==> config.mk <==
export PLATFORM = sky130hd
export DESIGN_NAME = mem_mmio
export DESIGN_NICKNAME = d
export VERILOG_FILES = /design/src/rtl/mem_mmio.sv
export SDC_FILE = /design/constraint.sdc
export NUM_CORES = 2
export LEC_CHECK = 0
export CAP_MARGIN = 15
export CORE_MARGIN = 4
export CORE_UTILIZATION = 56
export DETAILED_ROUTE_END_ITERATION = 10
export GPL_ROUTABILITY_DRIVEN = 0
export PLACE_DENSITY = 0.81
export SKIP_LAST_GASP = 1
export SLEW_MARGIN = 20
export SYNTH_ARGS = -nofsm -noshare
export SYNTH_HDL_FRONTEND = slang
export SYNTH_SLANG_ARGS = --single-unit
==> constraint.sdc <==
create_clock -name clk -period 2.4 [get_ports clk]
set_input_delay 0.36 -clock clk [delete_from_list [all_inputs] [get_ports clk]]
set_output_delay 0.36 -clock clk [all_outputs]
set_load 0.005 [all_outputs]
==> src/rtl/mem_mmio.sv <==
// rtl/mem_mmio.sv - memory-stage data slave: word RAM, compare timer and FIFO-buffered 8N1 UART transmitter
module mem_mmio #(
    parameter int RAM_WORDS  = 64,
    parameter int CLK_DIV    = 434,
    parameter int FIFO_DEPTH = 4
) (
    input  logic        clk,
    input  logic        reset,
    input  logic [31:0] ALUOutM,
    input  logic [31:0] WriteDataM,
    input  logic        MemWriteM,
    output logic [31:0] ReadDataM,
    output logic        TxD,
    output logic        IrqTimer
);
    localparam int AW    = $clog2(RAM_WORDS);
    localparam int PTR_W = $clog2(FIFO_DEPTH);
    localparam int CNT_W = PTR_W + 1;
    localparam int DIV_W = $clog2(CLK_DIV);

    localparam logic [31:0] ADDR_TCOUNT = 32'hFFFF_0000;
    localparam logic [31:0] ADDR_TCMP   = 32'hFFFF_0004;
    localparam logic [31:0] ADDR_TSTAT  = 32'hFFFF_0008;
    localparam logic [31:0] ADDR_UDATA  = 32'hFFFF_0010;
    localparam logic [31:0] ADDR_USTAT  = 32'hFFFF_0014;

    typedef enum logic [1:0] {IDLE, START, DATA, STOP} txState_t;

    logic [31:0]      ram [RAM_WORDS];
    logic [31:0]      tCount;
    logic [31:0]      tCmp;
    logic [7:0]       fifoMem [FIFO_DEPTH];
    logic [PTR_W-1:0] wrPtr;
    logic [PTR_W-1:0] rdPtr;
    logic [CNT_W-1:0] fifoCount;
    logic             overflow;
    txState_t         state;
    txState_t         stateNext;
    logic [DIV_W-1:0] divCnt;
    logic [2:0]       bitCnt;
    logic [7:0]       shiftReg;
    logic             txdReg;

    logic          ramHit;
    logic [AW-1:0] ramIdx;
    logic          ramWe;
    logic          tCountWe;
    logic          tCmpWe;
    logic          tStatClr;
    logic          pushReq;
    logic          ustatClr;
    logic          fifoFull;
    logic          fifoEmpty;
    logic          pushOk;
    logic          pop;
    logic          bitDone;
    logic          busy;

    // RAM occupies the bottom of the map; every upper address bit must be zero
    assign ramHit    = (ALUOutM[31:AW+2] == '0);
    assign ramIdx    = ALUOutM[AW+1:2];
    assign ramWe     = MemWriteM && ramHit;
    assign tCountWe  = MemWriteM && (ALUOutM == ADDR_TCOUNT);
    assign tCmpWe    = MemWriteM && (ALUOutM == ADDR_TCMP);
    assign tStatClr  = MemWriteM && (ALUOutM == ADDR_TSTAT) && WriteDataM[0];
    assign pushReq   = MemWriteM && (ALUOutM == ADDR_UDATA);
    assign ustatClr  = MemWriteM && (ALUOutM == ADDR_USTAT) && WriteDataM[3];

    assign fifoFull  = (fifoCount == CNT_W'(FIFO_DEPTH));
    assign fifoEmpty = (fifoCount == '0);
    // a full FIFO still takes a byte when the transmitter frees a slot in the same cycle
    assign pushOk    = pushReq && (!fifoFull || pop);
    assign busy      = (state != IDLE);
    assign bitDone   = (divCnt == DIV_W'(CLK_DIV - 1));
    assign TxD       = txdReg;

    // combinational read mux; reads never change state
    always_comb begin
        ReadDataM = '0;
        if (ramHit) begin
            ReadDataM = ram[ramIdx];
        end else begin
            case (ALUOutM)
                ADDR_TCOUNT: ReadDataM = tCount;
                ADDR_TCMP:   ReadDataM = tCmp;
                ADDR_TSTAT:  ReadDataM = {31'h0, IrqTimer};
                ADDR_USTAT:  ReadDataM = {28'h0, overflow, busy, fifoEmpty, fifoFull};
                default:     ReadDataM = '0;
            endcase
        end
    end

    // data RAM, deliberately not reset so contents survive a core reset
    always_ff @(posedge clk) begin
        if (ramWe) ram[ramIdx] <= WriteDataM;
    end

    // free-running timer; a set from a match beats a same-cycle clear
    always_ff @(posedge clk or negedge reset) begin
        if (!reset) begin
            tCount   <= '0;
            tCmp     <= '0;
            IrqTimer <= 1'b0;
        end else begin
            tCount <= tCountWe ? WriteDataM : tCount + 32'd1;
            if (tCmpWe) tCmp <= WriteDataM;
            if (tCount == tCmp) IrqTimer <= 1'b1;
            else if (tStatClr) IrqTimer <= 1'b0;
        end
    end

    // FIFO storage, discarded on reset through the pointers alone
    always_ff @(posedge clk) begin
        if (pushOk) fifoMem[wrPtr] <= WriteDataM[7:0];
    end

    // FIFO pointers, occupancy and sticky overflow
    always_ff @(posedge clk or negedge reset) begin
        if (!reset) begin
            wrPtr     <= '0;
            rdPtr     <= '0;
            fifoCount <= '0;
            overflow  <= 1'b0;
        end else begin
            if (pushOk) wrPtr <= wrPtr + PTR_W'(1);
            if (pop) rdPtr <= rdPtr + PTR_W'(1);
            if (pushOk && !pop) fifoCount <= fifoCount + CNT_W'(1);
            else if (!pushOk && pop) fifoCount <= fifoCount - CNT_W'(1);
            if (pushReq && !pushOk) overflow <= 1'b1;
            else if (ustatClr) overflow <= 1'b0;
        end
    end

    // transmitter state register
    always_ff @(posedge clk or negedge reset) begin
        if (!reset) state <= IDLE;
        else state <= stateNext;
    end

    // transmitter next state and FIFO pop
    always_comb begin
        stateNext = state;
        pop       = 1'b0;
        case (state)
            IDLE: begin
                if (!fifoEmpty) begin
                    pop       = 1'b1;
                    stateNext = START;
                end
            end
            START:   if (bitDone) stateNext = DATA;
            DATA:    if (bitDone && bitCnt == 3'd7) stateNext = STOP;
            STOP:    if (bitDone) stateNext = IDLE;
            default: stateNext = IDLE;
        endcase
    end

    // bit timing, shifter and registered line level chosen for the state being entered
    always_ff @(posedge clk or negedge reset) begin
        if (!reset) begin
            divCnt   <= '0;
            bitCnt   <= '0;
            shiftReg <= '0;
            txdReg   <= 1'b1;
        end else begin
            case (state)
                IDLE: begin
                    divCnt <= '0;
                    if (pop) begin
                        shiftReg <= fifoMem[rdPtr];
                        bitCnt   <= '0;
                        txdReg   <= 1'b0;
                    end else begin
                        txdReg <= 1'b1;
                    end
                end
                START: begin
                    if (bitDone) begin
                        divCnt <= '0;
                        txdReg <= shiftReg[0];
                    end else begin
                        divCnt <= divCnt + DIV_W'(1);
                    end
                end
                DATA: begin
                    if (bitDone) begin
                        divCnt   <= '0;
                        shiftReg <= shiftReg >> 1;
                        bitCnt   <= bitCnt + 3'd1;
                        txdReg   <= (bitCnt == 3'd7) ? 1'b1 : shiftReg[1];
                    end else begin
                        divCnt <= divCnt + DIV_W'(1);
                    end
                end
                default: begin
                    txdReg <= 1'b1;
                    if (bitDone) divCnt <= '0;
                    else divCnt <= divCnt + DIV_W'(1);
                end
            endcase
        end
    end
endmodule

==> impl_metrics.xml <==
<?xml version="1.0" encoding="UTF-8"?>
<metrics>
  <group name="run_status">
    <metric name="outcome" unit="">complete, but fails checks</metric>
    <metric name="failed_checks" unit="">negative setup slack</metric>
  </group>
  <group name="sta">
    <metric name="slew_headroom" unit="%">21.3</metric>
    <metric name="period_needed" unit="ns">3.60</metric>
    <metric name="timing.final.ws_setup" unit="ns">-1.20</metric>
    <metric name="worstMarginPinSlew" unit="ns">1.18</metric>
    <metric name="rsz0062_at_grt" unit="">yes</metric>
    <metric name="max_freq" unit="MHz">278</metric>
    <metric name="fin_worst_skew" unit="ns">0.0177</metric>
    <metric name="finalMaxSlewViolations" unit="">0</metric>
    <metric name="setup_viol" unit="">32</metric>
    <metric name="fin_crit_sh" unit="%">150</metric>
    <metric name="hold_viol_final" unit="">0</metric>
  </group>
  <group name="synth">
    <metric name="yosysWarnings" unit="">0</metric>
    <metric name="async_reset_ff_share" unit="%">4.41</metric>
    <metric name="synth_flop_cell" unit="">sky130_fd_sc_hd__edfxtp_1</metric>
    <metric name="synth-seq-area-share" unit="%">76.2</metric>
    <metric name="postSynthNetCount" unit="">4094</metric>
    <metric name="average_cell_area_after_synthesis" unit="sq um">21.2</metric>
    <metric name="synthesis.instances" unit="">4010</metric>
    <metric name="synthesis.area" unit="sq mm">0.0851</metric>
    <metric name="synthDistinctLibCells" unit="">63</metric>
    <metric name="synth_enable_flop_cells" unit="">2080</metric>
    <metric name="yosys_register_bits" unit="">2176</metric>
  </group>
  <group name="placed_design">
    <metric name="place.detailed.instances" unit="">6484</metric>
    <metric name="numPortBuffers" unit="">100</metric>
    <metric name="pre_cts_slack" unit="ns">-1.62</metric>
    <metric name="hpwlAfterDp" unit="microns">147000</metric>
  </group>
  <group name="worst_setup_path">
    <metric name="criticalPathCategory" unit="">register to primary output</metric>
    <metric name="cpPeakStageDelay" unit="ns">0.54</metric>
    <metric name="timing.critical_path.arrival" unit="ns">3.24</metric>
    <metric name="worst_path_max_delay_cell" unit="">sky130_fd_sc_hd__mux4_2</metric>
    <metric name="kind_of_launch_point_of_the_worst_setup_path" unit="">register</metric>
    <metric name="worst_ep_required_time" unit="ns">2.04</metric>
    <metric name="critical_path.max_fanout" unit="">1</metric>
    <metric name="series_of_cell_instances_along_the_critical_path" unit="">mux4_2 &gt; nor3b_2 &gt; a31oi_1 &gt; o211ai_1 &gt; nor3_2 &gt; o22ai_2 &gt; buf_2</metric>
    <metric name="timing.critical_path.to_type" unit="">primary output</metric>
  </group>
  <group name="floorplanning">
    <metric name="io_pins" unit="">101</metric>
    <metric name="design.die.area" unit="sq mm">0.158</metric>
    <metric name="die_h" unit="microns">398</metric>
    <metric name="standard_cell_row_count" unit="">142</metric>
    <metric name="floorplan.die.width" unit="microns">398</metric>
    <metric name="core_area" unit="sq mm">0.150</metric>
    <metric name="start_util" unit="%">56.5</metric>
  </group>
  <group name="cells_and_area">
    <metric name="finalNetCount" unit="">4785</metric>
    <metric name="fin_cells" unit="">6895</metric>
    <metric name="final.fill_count" unit="">8232</metric>
    <metric name="area.growth.synth_to_final" unit="%">21.2</metric>
    <metric name="total_area_of_multi_input_combinational_cells" unit="sq mm">0.0210</metric>
    <metric name="share_of_cells_above_drive_strength_1" unit="%">36.6</metric>
    <metric name="area.sequential" unit="sq mm">0.0649</metric>
  </group>
  <group name="power">
    <metric name="ir_drop" unit="mV">0.695</metric>
    <metric name="p_leak" unit="uW">0.0341</metric>
    <metric name="combPwrFrac" unit="%">5.6</metric>
    <metric name="internal-power" unit="uW">60000</metric>
    <metric name="p_switching" unit="uW">17300</metric>
    <metric name="reg_power_share" unit="%">53.7</metric>
    <metric name="power.total" unit="uW">77300</metric>
    <metric name="clkPwrFrac" unit="%">40.7</metric>
    <metric name="swShare" unit="%">22.4</metric>
    <metric name="power.density_cell_area" unit="mW/mm^2">750</metric>
  </group>
  <group name="clocking">
    <metric name="ctsRootBufferMaster" unit="">sky130_fd_sc_hd__clkbuf_16</metric>
    <metric name="cts_num_sinks" unit="">2176</metric>
    <metric name="clk_latency" unit="ns">0.85</metric>
    <metric name="clock_tree.buffer_depth" unit="">3</metric>
    <metric name="cts.reportedPaths.clkPinSlew" unit="ns">0.06</metric>
    <metric name="cts_buffers" unit="">200</metric>
    <metric name="htree_levels" unit="">4</metric>
    <metric name="tritoncts" unit="">built</metric>
  </group>
  <group name="route">
    <metric name="vias_per_cell" unit="">7.28</metric>
    <metric name="routed_wirelength" unit="microns">277000</metric>
    <metric name="routed_wire_length_per_instance" unit="microns">40.2</metric>
    <metric name="detail_route.iter0.violations" unit="">9628</metric>
    <metric name="detail_route.drc_violations" unit="">0</metric>
    <metric name="number_of_iterations_in_the_first_detailed_routing_pass" unit="">7</metric>
    <metric name="route.antenna.remaining_nets" unit="">0</metric>
    <metric name="routed-via-count" unit="">50200</metric>
  </group>
  <group name="grt">
    <metric name="grt_antenna_before_repair" unit="">17</metric>
    <metric name="globalRoute.totalOverflow" unit="">0</metric>
    <metric name="grt_pass1_vias" unit="">50200</metric>
    <metric name="grt_start_max_net_pins" unit="">77</metric>
    <metric name="grt_pass1_wl" unit="microns">381000</metric>
    <metric name="grt_util_all_layers" unit="%">34.5</metric>
  </group>
  <group name="run">
    <metric name="max_cap_viols" unit="">0</metric>
  </group>
  <group name="min_path">
    <metric name="hp-class" unit="">input pin to register</metric>
  </group>
</metrics>
[stage by stage]
step | TNS [ns] | area, sq um | hold slack (ns) | utilization [%]
after floorplan | -326.63 | 85700 | 0.0644 | -
after global routing | -29.21 | 103000 | 0.0398 | 68.5
after CTS | -27.54 | 102000 | 0.00187 | 68.1
final | -28.61 | 103000 | 0.0427 | 68.5
after detailed placement | -2230.71 | 95000 | 0.355 | 63.1
after global placement | -1914.66 | 95000 | 0.349 | 63.1
[cells by family (layout without fill, tap and decap cells)]
group	Yosys count	count (layout)	share of synthesized area [%]
AO/OA/AOI/OAI	330	330	2.51
XOR/XNOR	75	75	0.772
adder cells (fa/ha/maj)	17	17	0.259
buffers and inverters	238	1100	1.40
flip-flops	2176	2176	76.2
multiplexers	749	749	16.5
other	0	7	0
AND/OR/NAND/NOR	425	425	2.36
[layout make-up]
type | count | area share (%)
Timing Repair Buffer | 711 | 8.08
Sequential cell | 2176 | 62.9
Antenna cell | 7 | 0.0170
Clock inverter | 128 | 1.05
Inverter | 16 | 0.0607
Clock buffer | 245 | 5.09
Tap cell | 2016 | 2.45
Multi-Input combinational cell | 1596 | 20.4
[per-layer routing]
layer | GRT usage [%] | vias to the layer above | share of wire, %
li1 | - | 18100 | -
met1 | 42.1 | 25200 | 30
met2 | 53.5 | 5445 | 47
met3 | 11.7 | 1383 | 15
met4 | 21.6 | 14 | 8.1
met5 | 0 | - | 0.026
[cell usage in the layout (no fill, tap or decap), types with 31 or more instances in the layout]
master,synthesis,layout
sky130_fd_sc_hd__a21oi_1,90,72
sky130_fd_sc_hd__a22oi_1,76,67
sky130_fd_sc_hd__buf_12,0,214
sky130_fd_sc_hd__buf_2,69,58
sky130_fd_sc_hd__buf_4,27,360
sky130_fd_sc_hd__clkbuf_1,84,39
sky130_fd_sc_hd__clkbuf_16,0,202
sky130_fd_sc_hd__clkinv_1,0,49
sky130_fd_sc_hd__clkinv_2,0,44
sky130_fd_sc_hd__dfrtp_1,95,93
sky130_fd_sc_hd__edfxtp_1,2080,2080
sky130_fd_sc_hd__mux2_2,31,31
sky130_fd_sc_hd__mux2i_1,196,161
sky130_fd_sc_hd__mux4_2,516,516
sky130_fd_sc_hd__nand2_1,103,83
sky130_fd_sc_hd__nand3_1,40,33
sky130_fd_sc_hd__nor2_1,156,81
sky130_fd_sc_hd__nor2_4,0,68
sky130_fd_sc_hd__xor2_1,55,55
[state kept, by name (all words and copies together) (netlist names), 2 cells and up]
register,flops
ram,2048
shiftReg,8
tCount,32
state,2
wrPtr,2
tCmp,32
fifoCount,3
bitCnt,3
divCnt,9
rdPtr,2
fifoMem,32
[power by group through the flow]
| stage | clock (uW) | sequential (uW) | combinational, uW |
|---|---|---|---|
| 2_1_floorplan | 0 | 42400 | 1780 |
| 3_3_place_gp | 0 | 42400 | 3660 |
| 3_5_place_dp | 0 | 42400 | 3780 |
| 4_1_cts | 31200 | 41600 | 4040 |
| 5_1_grt | 33200 | 41500 | 4430 |
| 6_report | 31400 | 41500 | 4330 |
[synthesized netlist by cell type (all sizes together) (3+ instances only)]
| library cell | number | area [sq um] |
|---|---|---|
| nand4 | 22 | 144 |
| inv | 16 | 60.1 |
| o221ai | 5 | 43.8 |
| a221oi | 8 | 70.1 |
| o2111ai | 17 | 149 |
| mux2 | 37 | 417 |
| a31oi | 7 | 43.8 |
| clkbuf | 85 | 320 |
| a22o | 9 | 78.8 |
| a21oi | 90 | 450 |
| nor2 | 156 | 586 |
| o32ai | 3 | 26.3 |
| and2 | 15 | 93.8 |
| or2 | 4 | 25.0 |
| and4 | 3 | 26.3 |
| nor3b | 5 | 42.5 |
| nor3 | 13 | 75.1 |
| nand3 | 40 | 200 |
| a211oi | 13 | 97.6 |
| and3 | 20 | 125 |
| or3 | 5 | 31.3 |
| o22ai | 35 | 219 |
| a22oi | 76 | 571 |
| nor2b | 12 | 75.1 |
| o21ai | 54 | 270 |
| dfrtp | 95 | 2380 |
| mux4 | 516 | 11600 |
| nand2 | 103 | 387 |
| a32oi | 3 | 26.3 |
| mux2i | 196 | 1960 |
| xnor2 | 20 | 175 |
| xor2 | 55 | 482 |
| nand2b | 4 | 25.0 |
| buf | 137 | 807 |
| ha | 16 | 200 |
| nor4 | 19 | 140 |
| edfxtp | 2080 | 62500 |
[worst paths after layout]
path / end / cells past startpoint / slack (ns) / startpoint
max reg2reg: fifoCount[2] / 10 / 0.06 / state[1]
max in group asynchronous: tCmp[13] / 4 / 1.36 / reset
min: ram[62][28] / 2 / 0.04 / WriteDataM[28]
min in group asynchronous: wrPtr[0] / 3 / 0.50 / reset
min reg2reg: divCnt[0] / 1 / 0.49 / divCnt[0]
max: ReadDataM[15] / 7 / -1.20 / ram[3][15]
[worst max-delay path: cells and delay by family (launching register included)]
kind / cells / cell delay [ns]
flip-flops: 1 / 0.35
buffers and inverters: 1 / 0.18
multiplexers: 1 / 0.54
AO/OA/AOI/OAI: 3 / 0.78
AND/OR/NAND/NOR: 2 / 0.53
[repair_timing]
item                        CTS  global route
setup endpoints to repair  2080           513
pin swaps                    81            46
setup buffers                 8            19
hold endpoints to repair    254             0
hold buffers                 13             0
resized for setup           328           130
cloned                        3             1
Note: power is estimated with default switching activity, not from simulation.
